$ cat config.mk
export PLATFORM = sky130hd
export DESIGN_NAME = lcd_text_writer
export DESIGN_NICKNAME = d
export VERILOG_FILES = /design/src/rtl/lcd_pkg.sv /design/src/rtl/lcd_byte_tx.sv /design/src/rtl/lcd_text_writer.sv
export SDC_FILE = /design/constraint.sdc
export NUM_CORES = 1
export LEC_CHECK = 0
export ABC_AREA = 0
export CORE_UTILIZATION = 55
export DETAILED_ROUTE_END_ITERATION = 10
export DONT_BUFFER_PORTS = 1
export GPL_ROUTABILITY_DRIVEN = 0
export PLACE_DENSITY = 0.78
export SYNTH_ARGS = -nofsm -noshare
export SYNTH_HDL_FRONTEND = slang
export SYNTH_SLANG_ARGS = --single-unit
$ cat constraint.sdc
create_clock -name clk -period 3.2 [get_ports clk]
set_input_delay 0.64 -clock clk [delete_from_list [all_inputs] [get_ports clk]]
set_output_delay 0.64 -clock clk [all_outputs]
set_load 0.005 [all_outputs]
$ cat src/rtl/lcd_pkg.sv
// Shared constants and types for the HD44780-style text writer.
package lcd_pkg;

  // Controller command bytes
  localparam logic [7:0] CMD_FN    = 8'h38;  // 8-bit bus, 2 lines, 5x8 font
  localparam logic [7:0] CMD_CLR   = 8'h01;  // clear display
  localparam logic [7:0] CMD_MODE  = 8'h06;  // increment, no shift
  localparam logic [7:0] CMD_ON    = 8'h0C;  // display on, cursor off
  localparam logic [7:0] CMD_ADDR1 = 8'h80;  // DDRAM address of line 1
  localparam logic [7:0] CMD_ADDR2 = 8'hC0;  // DDRAM address of line 2

  typedef enum logic [3:0] {
    PWRUP, FN, CLR, MODE, ON, IDLE, ADDR1, CHAR, ADDR2, FIN
  } lcd_state_e;

  typedef enum logic [1:0] {
    TX_IDLE, TX_SETUP, TX_HIGH, TX_WAIT
  } tx_phase_e;

  // Width able to hold the largest of the four cycle counts without wrapping
  function automatic int cnt_width(int a, int b, int c, int d);
    int m;
    m = a;
    if (b > m) m = b;
    if (c > m) m = c;
    if (d > m) m = d;
    return $clog2(m + 1);
  endfunction

endpackage

$ cat src/rtl/lcd_byte_tx.sv
// One LCD byte transfer: setup cycle, EN-high window, then an EN-low wait.
// A new go is accepted while idle or on the ack cycle, so transfers chain
// back-to-back with no dead cycle between them.
module lcd_byte_tx
  import lcd_pkg::*;
#(
  parameter int EN_HIGH_CYC  = 25,
  parameter int WAIT_CYC     = 2500,
  parameter int CLR_WAIT_CYC = 100000,
  parameter int CNT_W        = 17
) (
  input  logic       clk,
  input  logic       rst,
  input  logic       go,
  input  logic [7:0] tx_byte,
  input  logic       rs,
  input  logic       long_wait,
  output logic       ack,
  output logic [7:0] Din,
  output logic       RS,
  output logic       EN
);

  tx_phase_e        phase;
  logic [CNT_W-1:0] cnt;
  logic             lw;
  logic [CNT_W-1:0] wait_last;
  logic             accept;

  assign wait_last = lw ? CNT_W'(CLR_WAIT_CYC - 1) : CNT_W'(WAIT_CYC - 1);
  assign ack       = (phase == TX_WAIT) && (cnt == wait_last);
  assign accept    = go && ((phase == TX_IDLE) || ack);

  // Phase sequencing; Din/RS are loaded on accept and held until the next accept
  always_ff @(posedge clk) begin
    if (rst) begin
      phase <= TX_IDLE;
      cnt   <= '0;
      lw    <= 1'b0;
      Din   <= 8'h00;
      RS    <= 1'b0;
      EN    <= 1'b0;
    end else begin
      case (phase)
        TX_IDLE: ;
        TX_SETUP: begin
          EN    <= 1'b1;
          phase <= TX_HIGH;
          cnt   <= '0;
        end
        TX_HIGH: begin
          if (cnt == CNT_W'(EN_HIGH_CYC - 1)) begin
            EN    <= 1'b0;
            phase <= TX_WAIT;
            cnt   <= '0;
          end else begin
            cnt <= cnt + CNT_W'(1);
          end
        end
        TX_WAIT: begin
          if (ack) begin
            phase <= TX_IDLE;
            cnt   <= '0;
          end else begin
            cnt <= cnt + CNT_W'(1);
          end
        end
        default: phase <= TX_IDLE;
      endcase
      if (accept) begin
        Din   <= tx_byte;
        RS    <= rs;
        lw    <= long_wait;
        phase <= TX_SETUP;
        cnt   <= '0;
      end
    end
  end

endmodule

$ cat src/rtl/lcd_text_writer.sv
// Two-line character LCD writer: power-up init, then refreshes the whole
// display from a write-anytime character buffer on each start request.
module lcd_text_writer
  import lcd_pkg::*;
#(
  parameter int COLS         = 16,
  parameter int EN_HIGH_CYC  = 25,
  parameter int WAIT_CYC     = 2500,
  parameter int CLR_WAIT_CYC = 100000,
  parameter int POWERUP_CYC  = 2000000,
  localparam int N_CHARS     = 2 * COLS,
  localparam int AW          = $clog2(N_CHARS)
) (
  input  logic          clk,
  input  logic          rst,
  input  logic          wr_en,
  input  logic [AW-1:0] wr_addr,
  input  logic [7:0]    wr_data,
  input  logic          start,
  output logic          busy,
  output logic          done,
  output logic [7:0]    Din,
  output logic          RS,
  output logic          RW,
  output logic          EN
);

  localparam int CNT_W = cnt_width(EN_HIGH_CYC, WAIT_CYC, CLR_WAIT_CYC, POWERUP_CYC);

  lcd_state_e               state, nxt_state;
  logic [AW-1:0]            idx, nxt_idx;
  logic [CNT_W-1:0]         pw_cnt;
  logic [N_CHARS-1:0][7:0]  buffer;
  logic                     go, ack, tx_rs, tx_long;
  logic [7:0]               tx_byte;

  assign RW = 1'b0;

  // Next-state decision; go launches the byte of the state being entered
  always_comb begin
    nxt_state = state;
    nxt_idx   = idx;
    go        = 1'b0;
    case (state)
      PWRUP: if (pw_cnt == CNT_W'(POWERUP_CYC - 1)) begin nxt_state = FN; go = 1'b1; end
      FN:    if (ack) begin nxt_state = CLR;  go = 1'b1; end
      CLR:   if (ack) begin nxt_state = MODE; go = 1'b1; end
      MODE:  if (ack) begin nxt_state = ON;   go = 1'b1; end
      ON:    if (ack) nxt_state = IDLE;
      IDLE:  if (start) begin nxt_state = ADDR1; go = 1'b1; end
      ADDR1: if (ack) begin nxt_state = CHAR; nxt_idx = '0; go = 1'b1; end
      CHAR: begin
        if (ack) begin
          if (idx == AW'(COLS - 1)) begin
            nxt_state = ADDR2;
            go        = 1'b1;
          end else if (idx == AW'(N_CHARS - 1)) begin
            nxt_state = FIN;
          end else begin
            nxt_idx = idx + AW'(1);
            go      = 1'b1;
          end
        end
      end
      ADDR2: if (ack) begin nxt_state = CHAR; nxt_idx = AW'(COLS); go = 1'b1; end
      FIN:   nxt_state = IDLE;
      default: nxt_state = PWRUP;
    endcase
  end

  // Byte to launch; a character is read from the buffer before any same-cycle write lands
  always_comb begin
    tx_byte = 8'h00;
    tx_rs   = 1'b0;
    tx_long = 1'b0;
    case (nxt_state)
      FN:    tx_byte = CMD_FN;
      CLR:   begin tx_byte = CMD_CLR; tx_long = 1'b1; end
      MODE:  tx_byte = CMD_MODE;
      ON:    tx_byte = CMD_ON;
      ADDR1: tx_byte = CMD_ADDR1;
      ADDR2: tx_byte = CMD_ADDR2;
      CHAR:  begin tx_byte = buffer[nxt_idx]; tx_rs = 1'b1; end
      default: ;
    endcase
  end

  // Controller FSM with registered busy/done
  always_ff @(posedge clk) begin
    if (rst) begin
      state  <= PWRUP;
      idx    <= '0;
      pw_cnt <= '0;
      busy   <= 1'b1;
      done   <= 1'b0;
    end else begin
      state <= nxt_state;
      idx   <= nxt_idx;
      if (state == PWRUP && nxt_state == PWRUP) pw_cnt <= pw_cnt + CNT_W'(1);
      else                                      pw_cnt <= '0;
      busy  <= (nxt_state != IDLE);
      done  <= (nxt_state == FIN);
    end
  end

  // Character buffer; writes accepted in any state, out-of-range ignored
  always_ff @(posedge clk) begin
    if (rst) begin
      buffer <= {N_CHARS{8'h20}};
    end else if (wr_en && (int'(wr_addr) < N_CHARS)) begin
      buffer[wr_addr] <= wr_data;
    end
  end

  lcd_byte_tx #(
    .EN_HIGH_CYC (EN_HIGH_CYC),
    .WAIT_CYC    (WAIT_CYC),
    .CLR_WAIT_CYC(CLR_WAIT_CYC),
    .CNT_W       (CNT_W)
  ) u_tx (
    .clk      (clk),
    .rst      (rst),
    .go       (go),
    .tx_byte  (tx_byte),
    .rs       (tx_rs),
    .long_wait(tx_long),
    .ack      (ack),
    .Din      (Din),
    .RS       (RS),
    .EN       (EN)
  );

endmodule

==> metrics.txt <==
status=finished, violations left; failing checks=negative setup slack; Max-cap violations=0; gr usage total=30.7%; kind of critical path=flip-flop to flip-flop; fin worst setup slack=-221 ps; clock sinks=322; via count=13,500; Max FO, Critical Path=8; FILL cells=1,994; largest net degree at the start of global routing=283; Post-DP HPWL=28.2 mm; final wirelength=44.9 mm; Site Rows=60; top_reg_cell synth=dfxtp_1; FFs w/ async S/R, synth=0%; Design Area, Final=18,400 sq um; RSZ-0062 raised after global routing=true; Tot Pwr=8.27 mW; multi-input logic area=8630 sq um; DRC Markers=0; Cells after Synth=1,674; worst hold path class=input port to flip-flop; post-placement cell area=16,500 sq um; Slew @ Worst Pin=843 ps; Clock Skew=20.0 ps; global-route wire length before repair=69.4 mm; vias in the first global route=12,700; post-synthesis cell area=15,300 sq um; Max Root-Sink Buffers=3; Hold Vio Cnt, Final=0; crit end category=flip-flop; H-tree depth=2; fin crit period=3420 ps; Via-to-Cell Ratio=6.23; Syn Nets=1,700; crit path DAT=3810 ps; crit start category=flip-flop; IO Count=30; Final Setup Violations=8; DIE HEIGHT=169 um; Chip Width=169 um; max-slew violation count=0; Power Density=451 nW/um^2; CTS tree=built; I/O Buffers=0; Worst-path clk slew=60 ps; core area=27,100 sq um; synth warn=0; Starting DRT DRC Count=1,726; Tcrit/Tclk final=107%; ANT cells=0; clk root buf=clkbuf_16; area growth from synthesis to layout=20.1%; Peak Freq=292 MHz; Initial Utilization=56.4%; share of the synthesized area in the top cell type=42.2%; Initial DRT Pass Iterations=6; Netlist cell types=80; worst skew pair latency=520 ps; fin nets=1,798; sequential share of the synthesized area=42.2%; Critical Path RT=3590 ps; hold-fix buffers at CTS=0; most common cell after layout, fill and taps aside=dfxtp_1; Yosys reg bits=322; Num CTS Buffers=35; leading area contributor after synthesis=dfxtp_1; Detail Route Antenna Nets=0; grt ovf=0; syn_area_per_cell=9.13 sq um; ranking of synthesized cells by area=dfxtp_1 42%, mux2i_1 17%, nor2_1 7.1%; routed len/inst=20.7 um; peak supply drop=0.000349 V; most frequent cells in the layout=320 x dfxtp_1, 286 x nor2_1, 252 x mux2i_1; Pleak=7.54 nW; number of antenna violations at the first check in global routing=0; register area=6450 sq um; area of the die=28,500 sq um; share of layout cells above drive strength 1=18.7%; relative slew slack=43.7%; EDFF count, synth=0; Worst R2R Setup Slack=-220 ps
## cell type report
class | count | share of cell area (%)
Inverter | 14 | 0.286
Sequential cell | 322 | 35.1
Tap cell | 372 | 2.54
Multi-Input combinational cell | 1215 | 47.0
Clock buffer | 51 | 5.59
Timing Repair Buffer | 184 | 9.17
Clock inverter | 5 | 0.293
## cells in the mapped netlist (8+ instances only)
library cell	n
dfxtp_1	322
nor2_1	287
mux2i_1	262
nand2_1	147
clkbuf_1	97
a21oi_1	70
nand3_1	66
and3_1	50
a211o_1	33
o21ai_0	28
nor2b_1	17
nor3_1	16
inv_1	14
mux4_1	14
xor2_1	14
nand4_1	13
buf_2	11
buf_1	10
ha_1	9
mux4_2	9
nor4_1	9
or3_1	9
nand4b_1	8
## worst max-delay path: stages, from the launching register on
cell and delay, ps:
dfxtp_2 320, or4_4 530, or3_4 420, o41ai_4 280
o311a_4 320, buf_12 130, buf_12 120, mux4_2 510
or4_4 440, o311ai_4 100, o32ai_2 130
## sequential cells by signal, summed over array words and instances, names as in the netlist, 2 cells and up
register,flops
buffer,256
pw_cnt,21
u_tx.cnt,21
idx,5
u_tx.phase,2
state,4
u_tx.Din,8
## repair_timing
item                       4_1_cts  5_1_grt
setup endpoints to repair        9       32
buffers inserted                14       17
pin swaps                       15       23
cloned                           2        2
gates resized for setup         54       50
## final timing paths
path,startpoint,end,cells past startpoint
max,u_tx.cnt[5],u_tx.Din[5],10
min reg2reg,buffer[12],buffer[12],2
max reg2reg,u_tx.cnt[5],u_tx.Din[5],10
min,rst,state[3],1
## layer usage
| metal | part of all wire [%] | vias up | routed length, um | track usage (%) |
|---|---|---|---|---|
| li1 | - | 6155 | - | - |
| met1 | 40 | 6427 | 18100 | 40.0 |
| met2 | 46 | 719 | 20600 | 49.5 |
| met3 | 9.0 | 182 | 4040 | 5.14 |
| met4 | 4.7 | 0 | 2100 | 14.7 |
| met5 | 0 | - | 0 | 0 |
## cells by family after synthesis
logic type,count (synthesis),synth area share (%)
mux,291,21.4
simple gates,672,20.5
compound gates,223,10.3
xor+xnor,19,1.09
fa+ha+maj,9,0.737
other cells,1,0.0245
buf+inv,137,3.82
flops,322,42.2
## metrics by stage
stage	utilization, %	cells	hold slack, ps	TNS, ps	worst slack, ps
4_1_cts	66.5	2148	217	-1010	-181
2_1_floorplan	-	1674	430	-154	-40.3
6_report	67.7	2163	204	-1260	-221
3_3_place_gp	61.0	2076	439	-1450	-222
5_1_grt	67.7	2163	207	-1860	-285
3_5_place_dp	61.0	2076	446	-2480	-376
## report_power, final
group	leakage (nW)	internal (mW)	switching, mW
Clock	0.535	2.29	1.60
Combinational	4.41	0.118	0.187
Sequential	2.60	4.05	0.0262
Total	7.54	6.46	1.82
Power figures use the tool's default switching activity.
